$ cat src/rtl/traffic_sensor_cond_pkg.sv
// Shared types and default constants for the traffic-light sensor input stage.
package sensor_pkg;

  typedef enum logic [1:0] {
    RELEASED     = 2'd0,
    PRESS_WAIT   = 2'd1,
    PRESSED      = 2'd2,
    RELEASE_WAIT = 2'd3
  } deb_state_t;

  localparam int CLK_HZ          = 16000000;
  localparam int SYNC_STAGES_DEF = 2;
  localparam int DEB_CYCLES_DEF  = CLK_HZ / 100;
  localparam int TICK_DIV_DEF    = 67108864;

endpackage

$ cat src/rtl/traffic_sensor_cond_if.sv
// Sensor-pin, acknowledge and status signals between the board-level wrapper and the input stage.
interface traffic_sensor_cond_if;
  logic sen_a_n;
  logic sen_b_n;
  logic ack_a;
  logic ack_b;
  logic ta_o;
  logic tb_o;
  logic tick_o;
  logic hb_o;

  modport slave (
    input  sen_a_n, sen_b_n, ack_a, ack_b,
    output ta_o, tb_o, tick_o, hb_o
  );

  modport master (
    output sen_a_n, sen_b_n, ack_a, ack_b,
    input  ta_o, tb_o, tick_o, hb_o
  );
endinterface

$ cat src/rtl/traffic_sensor_cond_debounce_channel.sv
// One sensor channel: pin synchroniser, four-state debounce FSM and, with STICKY_REQ_EN,
// a request latch that is set on the debounced rising edge and cleared by the grant.
module debounce_channel
  import sensor_pkg::*;
#(
  parameter int SYNC_STAGES = SYNC_STAGES_DEF,
  parameter int DEB_CYCLES  = DEB_CYCLES_DEF
) (
  input  logic i_clk,
  input  logic i_rst_n,
  input  logic i_pin_n,
  input  logic i_ack,
  output logic o_out
);

  localparam int             CW       = $clog2(DEB_CYCLES + 1);
  localparam logic [CW-1:0]  CNT_ZERO = {CW{1'b0}};
  localparam logic [CW-1:0]  CNT_ONE  = CW'(1);
  localparam logic [CW-1:0]  CNT_LAST = CW'(DEB_CYCLES - 1);

  logic [SYNC_STAGES-1:0] r_sync;
  deb_state_t             r_state;
  logic [CW-1:0]          r_cnt;
  logic                   r_level;
  logic                   w_s;
  logic                   w_rise;

  assign w_s = ~r_sync[SYNC_STAGES-1];

  // Debounced level is about to go 0->1 on this edge
  always_comb begin
    w_rise = 1'b0;
    if ((r_state == PRESS_WAIT) && w_s && (r_cnt == CNT_LAST)) begin
      w_rise = 1'b1;
    end else begin
      w_rise = 1'b0;
    end
  end

  // Pin synchroniser; idles at the pulled-up level
  always_ff @(posedge i_clk or negedge i_rst_n) begin
    if (!i_rst_n) begin
      r_sync <= {SYNC_STAGES{1'b1}};
    end else begin
      r_sync <= {r_sync[SYNC_STAGES-2:0], i_pin_n};
    end
  end

  // Debounce FSM: any disagreeing sample restarts the stability window
  always_ff @(posedge i_clk or negedge i_rst_n) begin
    if (!i_rst_n) begin
      r_state <= RELEASED;
      r_cnt   <= CNT_ZERO;
      r_level <= 1'b0;
    end else begin
      case (r_state)
        RELEASED: begin
          if (w_s) begin
            r_state <= PRESS_WAIT;
            r_cnt   <= CNT_ONE;
          end
        end
        PRESS_WAIT: begin
          if (!w_s) begin
            r_state <= RELEASED;
            r_cnt   <= CNT_ZERO;
          end else if (w_rise) begin
            r_state <= PRESSED;
            r_cnt   <= CNT_ZERO;
            r_level <= 1'b1;
          end else begin
            r_cnt   <= r_cnt + CNT_ONE;
          end
        end
        PRESSED: begin
          if (!w_s) begin
            r_state <= RELEASE_WAIT;
            r_cnt   <= CNT_ONE;
          end
        end
        RELEASE_WAIT: begin
          if (w_s) begin
            r_state <= PRESSED;
            r_cnt   <= CNT_ZERO;
          end else if (r_cnt == CNT_LAST) begin
            r_state <= RELEASED;
            r_cnt   <= CNT_ZERO;
            r_level <= 1'b0;
          end else begin
            r_cnt   <= r_cnt + CNT_ONE;
          end
        end
        default: begin
          r_state <= RELEASED;
          r_cnt   <= CNT_ZERO;
          r_level <= 1'b0;
        end
      endcase
    end
  end

`ifdef STICKY_REQ_EN
  logic r_req;

  // Request latch: a new press beats a simultaneous grant
  always_ff @(posedge i_clk or negedge i_rst_n) begin
    if (!i_rst_n) begin
      r_req <= 1'b0;
    end else if (w_rise) begin
      r_req <= 1'b1;
    end else if (i_ack) begin
      r_req <= 1'b0;
    end else begin
      r_req <= r_req;
    end
  end

  assign o_out = r_req;
`else
  logic w_unused_ack;

  assign w_unused_ack = i_ack;
  assign o_out        = r_level;
`endif

endmodule

$ cat src/rtl/traffic_sensor_cond.sv
// Input stage for the traffic-light controller: two debounced car sensors, a state-advance
// tick and an LED heartbeat. Define STICKY_REQ_EN to turn ta_o/tb_o into acknowledged requests.
module traffic_sensor_cond
  import sensor_pkg::*;
#(
  parameter int SYNC_STAGES = SYNC_STAGES_DEF,
  parameter int DEB_CYCLES  = DEB_CYCLES_DEF,
  parameter int TICK_DIV    = TICK_DIV_DEF
) (
  input  logic                  CLK,
  input  logic                  reset_n,
  traffic_sensor_cond_if.slave  bus
);

  localparam int             TW     = $clog2(TICK_DIV);
  localparam logic [TW-1:0]  T_ZERO = {TW{1'b0}};
  localparam logic [TW-1:0]  T_ONE  = TW'(1);
  localparam logic [TW-1:0]  T_LAST = TW'(TICK_DIV - 1);
  localparam logic [TW-1:0]  T_HALF = TW'(TICK_DIV / 2);

  logic [TW-1:0] r_tcnt;
  logic [TW-1:0] w_tcnt_nxt;
  logic          r_tick;
  logic          r_hb;

  debounce_channel #(
    .SYNC_STAGES (SYNC_STAGES),
    .DEB_CYCLES  (DEB_CYCLES)
  ) u_chan_a (
    .i_clk   (CLK),
    .i_rst_n (reset_n),
    .i_pin_n (bus.sen_a_n),
    .i_ack   (bus.ack_a),
    .o_out   (bus.ta_o)
  );

  debounce_channel #(
    .SYNC_STAGES (SYNC_STAGES),
    .DEB_CYCLES  (DEB_CYCLES)
  ) u_chan_b (
    .i_clk   (CLK),
    .i_rst_n (reset_n),
    .i_pin_n (bus.sen_b_n),
    .i_ack   (bus.ack_b),
    .o_out   (bus.tb_o)
  );

  // Next period count, wrapping after the last cycle of the period
  always_comb begin
    w_tcnt_nxt = T_ZERO;
    if (r_tcnt == T_LAST) begin
      w_tcnt_nxt = T_ZERO;
    end else begin
      w_tcnt_nxt = r_tcnt + T_ONE;
    end
  end

  // Tick/heartbeat are decoded from the next count so they line up with r_tcnt
  always_ff @(posedge CLK or negedge reset_n) begin
    if (!reset_n) begin
      r_tcnt <= T_ZERO;
      r_tick <= 1'b0;
      r_hb   <= 1'b0;
    end else begin
      r_tcnt <= w_tcnt_nxt;
      r_tick <= (w_tcnt_nxt == T_LAST);
      r_hb   <= (w_tcnt_nxt >= T_HALF);
    end
  end

  assign bus.tick_o = r_tick;
  assign bus.hb_o   = r_hb;

endmodule

$ cat src/flat_wrapper.sv
// flat-port wrapper written by rule: the top's interface ports become plain ports
module traffic_sensor_cond_flat import sensor_pkg::*;
#(
  parameter int SYNC_STAGES = SYNC_STAGES_DEF,
  parameter int DEB_CYCLES  = DEB_CYCLES_DEF,
  parameter int TICK_DIV    = TICK_DIV_DEF
)
  (CLK, reset_n, bus_sen_a_n, bus_sen_b_n, bus_ack_a, bus_ack_b, bus_ta_o, bus_tb_o, bus_tick_o, bus_hb_o);
  traffic_sensor_cond_if bus_i ();
  input  logic CLK;
  input  logic reset_n;
  input wire logic [$bits(bus_i.sen_a_n)-1:0] bus_sen_a_n;
  input wire logic [$bits(bus_i.sen_b_n)-1:0] bus_sen_b_n;
  input wire logic [$bits(bus_i.ack_a)-1:0] bus_ack_a;
  input wire logic [$bits(bus_i.ack_b)-1:0] bus_ack_b;
  output wire logic [$bits(bus_i.ta_o)-1:0] bus_ta_o;
  output wire logic [$bits(bus_i.tb_o)-1:0] bus_tb_o;
  output wire logic [$bits(bus_i.tick_o)-1:0] bus_tick_o;
  output wire logic [$bits(bus_i.hb_o)-1:0] bus_hb_o;
  assign bus_i.sen_a_n = bus_sen_a_n;
  assign bus_i.sen_b_n = bus_sen_b_n;
  assign bus_i.ack_a = bus_ack_a;
  assign bus_i.ack_b = bus_ack_b;
  assign bus_ta_o = bus_i.ta_o;
  assign bus_tb_o = bus_i.tb_o;
  assign bus_tick_o = bus_i.tick_o;
  assign bus_hb_o = bus_i.hb_o;
  traffic_sensor_cond #(.SYNC_STAGES(SYNC_STAGES), .DEB_CYCLES(DEB_CYCLES), .TICK_DIV(TICK_DIV)) u_core (.CLK(CLK), .reset_n(reset_n), .bus(bus_i));
endmodule
$ cat config.mk
export PLATFORM = sky130hd
export DESIGN_NAME = traffic_sensor_cond_flat
export DESIGN_NICKNAME = d
export VERILOG_FILES = /design/src/rtl/traffic_sensor_cond_pkg.sv /design/src/rtl/traffic_sensor_cond_if.sv /design/src/rtl/traffic_sensor_cond_debounce_channel.sv /design/src/rtl/traffic_sensor_cond.sv /design/src/flat_wrapper.sv
export SDC_FILE = /design/constraint.sdc
export NUM_CORES = 1
export LEC_CHECK = 0
export ABC_AREA = 1
export BUFFER_PORTS_ARGS = -buffer_cell sky130_fd_sc_hd__buf_4
export CAP_MARGIN = 20
export CORE_UTILIZATION = 45
export CTS_CLUSTER_SIZE = 25
export DETAILED_ROUTE_END_ITERATION = 12
export PLACE_DENSITY = 0.64
export SLEW_MARGIN = 25
export SYNTH_ARGS = -nofsm -noshare
export SYNTH_HDL_FRONTEND = slang
export SYNTH_SLANG_ARGS = --single-unit
export TNS_END_PERCENT = 10
$ cat constraint.sdc
create_clock -name CLK -period 2.3 [get_ports CLK]
set_clock_uncertainty 0.1 [all_clocks]
set_input_delay 0.23 -clock CLK [delete_from_list [all_inputs] [get_ports CLK]]
set_output_delay 0.23 -clock CLK [all_outputs]
set_load 0.02 [all_outputs]
==> impl_metrics.toml <==
[grt]
grt_usage_pct = 19.07
antenna_found_initial = 0
first_global_vias = 3184
grt_max_degree = 42
grt_pass1_wl_um = 14540
grt_overflow = 0

[power_and_ir_drop]
ir_worst_vdd_uv = 386.6
powerDensity_nw_per_um2 = 632.8
p_int_mw = 2.195
p_sw_share_pct = 25.66
switchingPower_uw = 757.8
p_comb_share_pct = 11.1
power_frac_seq_pct = 47.2
p_leak_nw = 2.123
clkPwrFrac_pct = 41.7

[sta]
slew_viol_final = 0
rsz0062_at_grt = "false"
finalHoldViolCount = 0
setup_slack_ns = 0.2727
slew-limit-headroom_pct = 67.88
finalSetupViolations = 0
worst_slew_pin_slew_ns = 0.4774
fin_crit_ns = 2.027
tns_ns = 0
max_freq_mhz = 493.3
min_period_over_period_pct = 88.14
fin_hold_ws_ns = 0.2602

[clock_tree]
clk_latency_ns = 0.34
cts_buffers = 9
cts.sinks = 73
cts_tree = "built"
ctsHtreeMaxLevel = 3
cts_resized = 0
root_buffer = "clkbuf_8"
clk_pin_slew_ns = 0.08
cts_buffer_depth = 2

[logic_synthesis]
synth_top_area_share_pct = 41.35
synth_top_area_cell = "dfrtp_1"
synth_edf_count = 0
netlist_area_um2 = 4175
synth_top_family_by_area = "simple AND/OR/NAND/NOR gates"
synthTopCellsByArea = "dfrtp_1 41%, nand2_1 10%, inv_1 6.8%, nor2_1 5.3%, nand3_1 3.6%"
ys_ff_latch = 73
synthSimpleGateAreaFrac_pct = 33.08
synth_mux_area_share_pct = 0
syn_nets = 529
synth_fa_ha_area_share_pct = 0.8990
synth_compound_area_share_pct = 10.37
yosys_warnings = 0
syn_avg_cell_area_um2 = 8.029
synth_cell_types = 45
synthArstFlopShare_pct = 100.0
syn_inst = 520
synthFlopType = "dfrtp_1"
ys_seq_area_share_pct = 43.87
yosysMostFrequentCell = "nand2_1"
synth_xor_area_share_pct = 3.746
synth_common_cells = "112 x nand2_1, 76 x inv_1, 69 x dfrtp_1, 59 x nor2_1, 30 x nand3_1"

[drt]
wl_met3_um = 231
wl_met1_um = 4064
routed-wl-met2_um = 3773
top_layer = "met4"
wl_per_cell_um = 12.58
routed-via-count = 3318
dr.first_iter.drc_count = 131
drc = 0
first_pass_iters = 7
ant_nets = 0
vias_per_cell = 5.058
routed_wirelength_um = 8252

[floorplanning]
die_h_um = 98.33
die_w_um = 98.33
core_area_um2 = 8848
rows = 34
initial_core_util_pct = 47.19
pin_count = 10
die_area_um2 = 9668

[placement]
place_congestion = 0.8593
dp_slack_ns = 0.2960
io_buffers = 7
hpwlAfterDp_um = 6114
placed_cells = 637

[layout]
fill_cells = 833
nets = 552
insertedDiodeCount = 0
syn_to_final_growth_pct = 11.78
layout-drive-gt1-share_pct = 15.51
final_util_pct = 52.74
stdcell_count = 656

[flow_run]
drv_cap = 0

[min_path]
hp-class = "reg -> reg"

[setup_path]
worstSetupPathType = "reg -> reg"
cp-end-kind = "flop"
critPathArrivalTime_ns = 2.15
crit_path_start_kind = "flop"
cp.required_ns = 2.43
path_max_fanout = 9

[status]
status = "finished, final reports clean"
[per-stage QoR]
step	cell area [µm²]	power (mW)
2_1_floorplan	4175	1.615
3_3_place_gp	4393	1.738
3_5_place_dp	4393	1.745
4_1_cts	4667	2.991
5_1_grt	4667	3.110
6_report	4667	2.953
[critical path: stages (launching register included)]
cell,delay [ns]
dfrtp_1,0.44
ha_1,0.21
nand4_1,0.16
nor2_1,0.22
inv_2,0.07
nor2_1,0.08
nand2_1,0.11
nand2_1,0.18
inv_2,0.13
a22o_1,0.20
[timing repair]
action | in CTS | in global routing
endpoints found under the hold margin | 32 | 0
hold buffers | 3 | 0
setup buffers | 0 | 0
[cell usage in the layout (no fill, tap or decap), types with 8 or more instances in the layout]
cell	instances
a21oi_1	8
buf_4	12
clkbuf_8	10
dfrtp_1	69
inv_1	76
nand2_1	112
nand3_1	30
nand4_1	12
nor2_1	59
nor2_2	11
nor2_4	9
o21ai_0	25
o21ai_1	13
o22ai_1	9
xor2_1	14
[power groups by stage]
stage	Sequential, mW	Combinational [mW]	Clock [mW]
finish	1.39	0.328	1.23
CTS	1.39	0.333	1.27
floorplan	1.40	0.211	0
detailed placement	1.42	0.328	0
global route	1.40	0.382	1.33
global placement	1.41	0.323	0
[cell families after synthesis]
group,after synthesis
xor+xnor,17
buf+inv,86
fa+ha+maj,3
flops,73
simple gates,268
compound gates,73
[metal layers]
| layer | global-route usage [%] | vias to the layer above |
|---|---|---|
| met5 | 0 | - |
| met4 | 9.300 | 0 |
| met3 | 2.720 | 14 |
| met2 | 31.09 | 44 |
| met1 | 25.00 | 1539 |
| li1 | - | 1721 |
[path summary, 6_finish.rpt]
path,start,end,slack (ns),cells past startpoint
hold reg to reg,u_core.u_chan_a.r_sync[0],u_core.u_chan_a.r_sync[1],0.26,0
hold / removal,u_core.u_chan_a.r_sync[0],u_core.u_chan_a.r_sync[1],0.26,0
setup reg to reg,u_core.u_chan_b.r_cnt[0],u_core.u_chan_b.r_cnt[1],0.27,9
min in group asynchronous,reset_n,u_core.r_tcnt[8],0.27,2
setup / recovery,u_core.u_chan_b.r_cnt[0],u_core.u_chan_b.r_cnt[1],0.27,9
max in group asynchronous,reset_n,u_core.u_chan_a.r_sync[1],1.19,3
[state kept, by name, summed over array words and instances, names as in the netlist, named ones only]
register,count
u_core.u_chan_a.r_state,1
u_core.bus.hb_o,1
u_core.u_chan_b.r_state,1
u_core.bus.tick_o,1
u_core.u_chan_a.r_cnt,18
u_core.u_chan_a.r_sync,2
u_core.u_chan_b.r_cnt,18
u_core.u_chan_b.o_out,1
u_core.r_tcnt,25
u_core.u_chan_a.o_out,1
u_core.u_chan_b.r_sync,2
[area by class of cell]
type                       count  area (µm²)  area share [%]
multi-input combinational    361        2008           43.03
timing repair buffer          16       140.1           3.003
sequential                    73        1832           39.25
clock inverter                 5       102.6           2.198
tap                          108       135.1           2.895
clock buffer                  11       141.4           3.029
inverter                      82       307.8           6.595
Power figures use the tool's default switching activity.
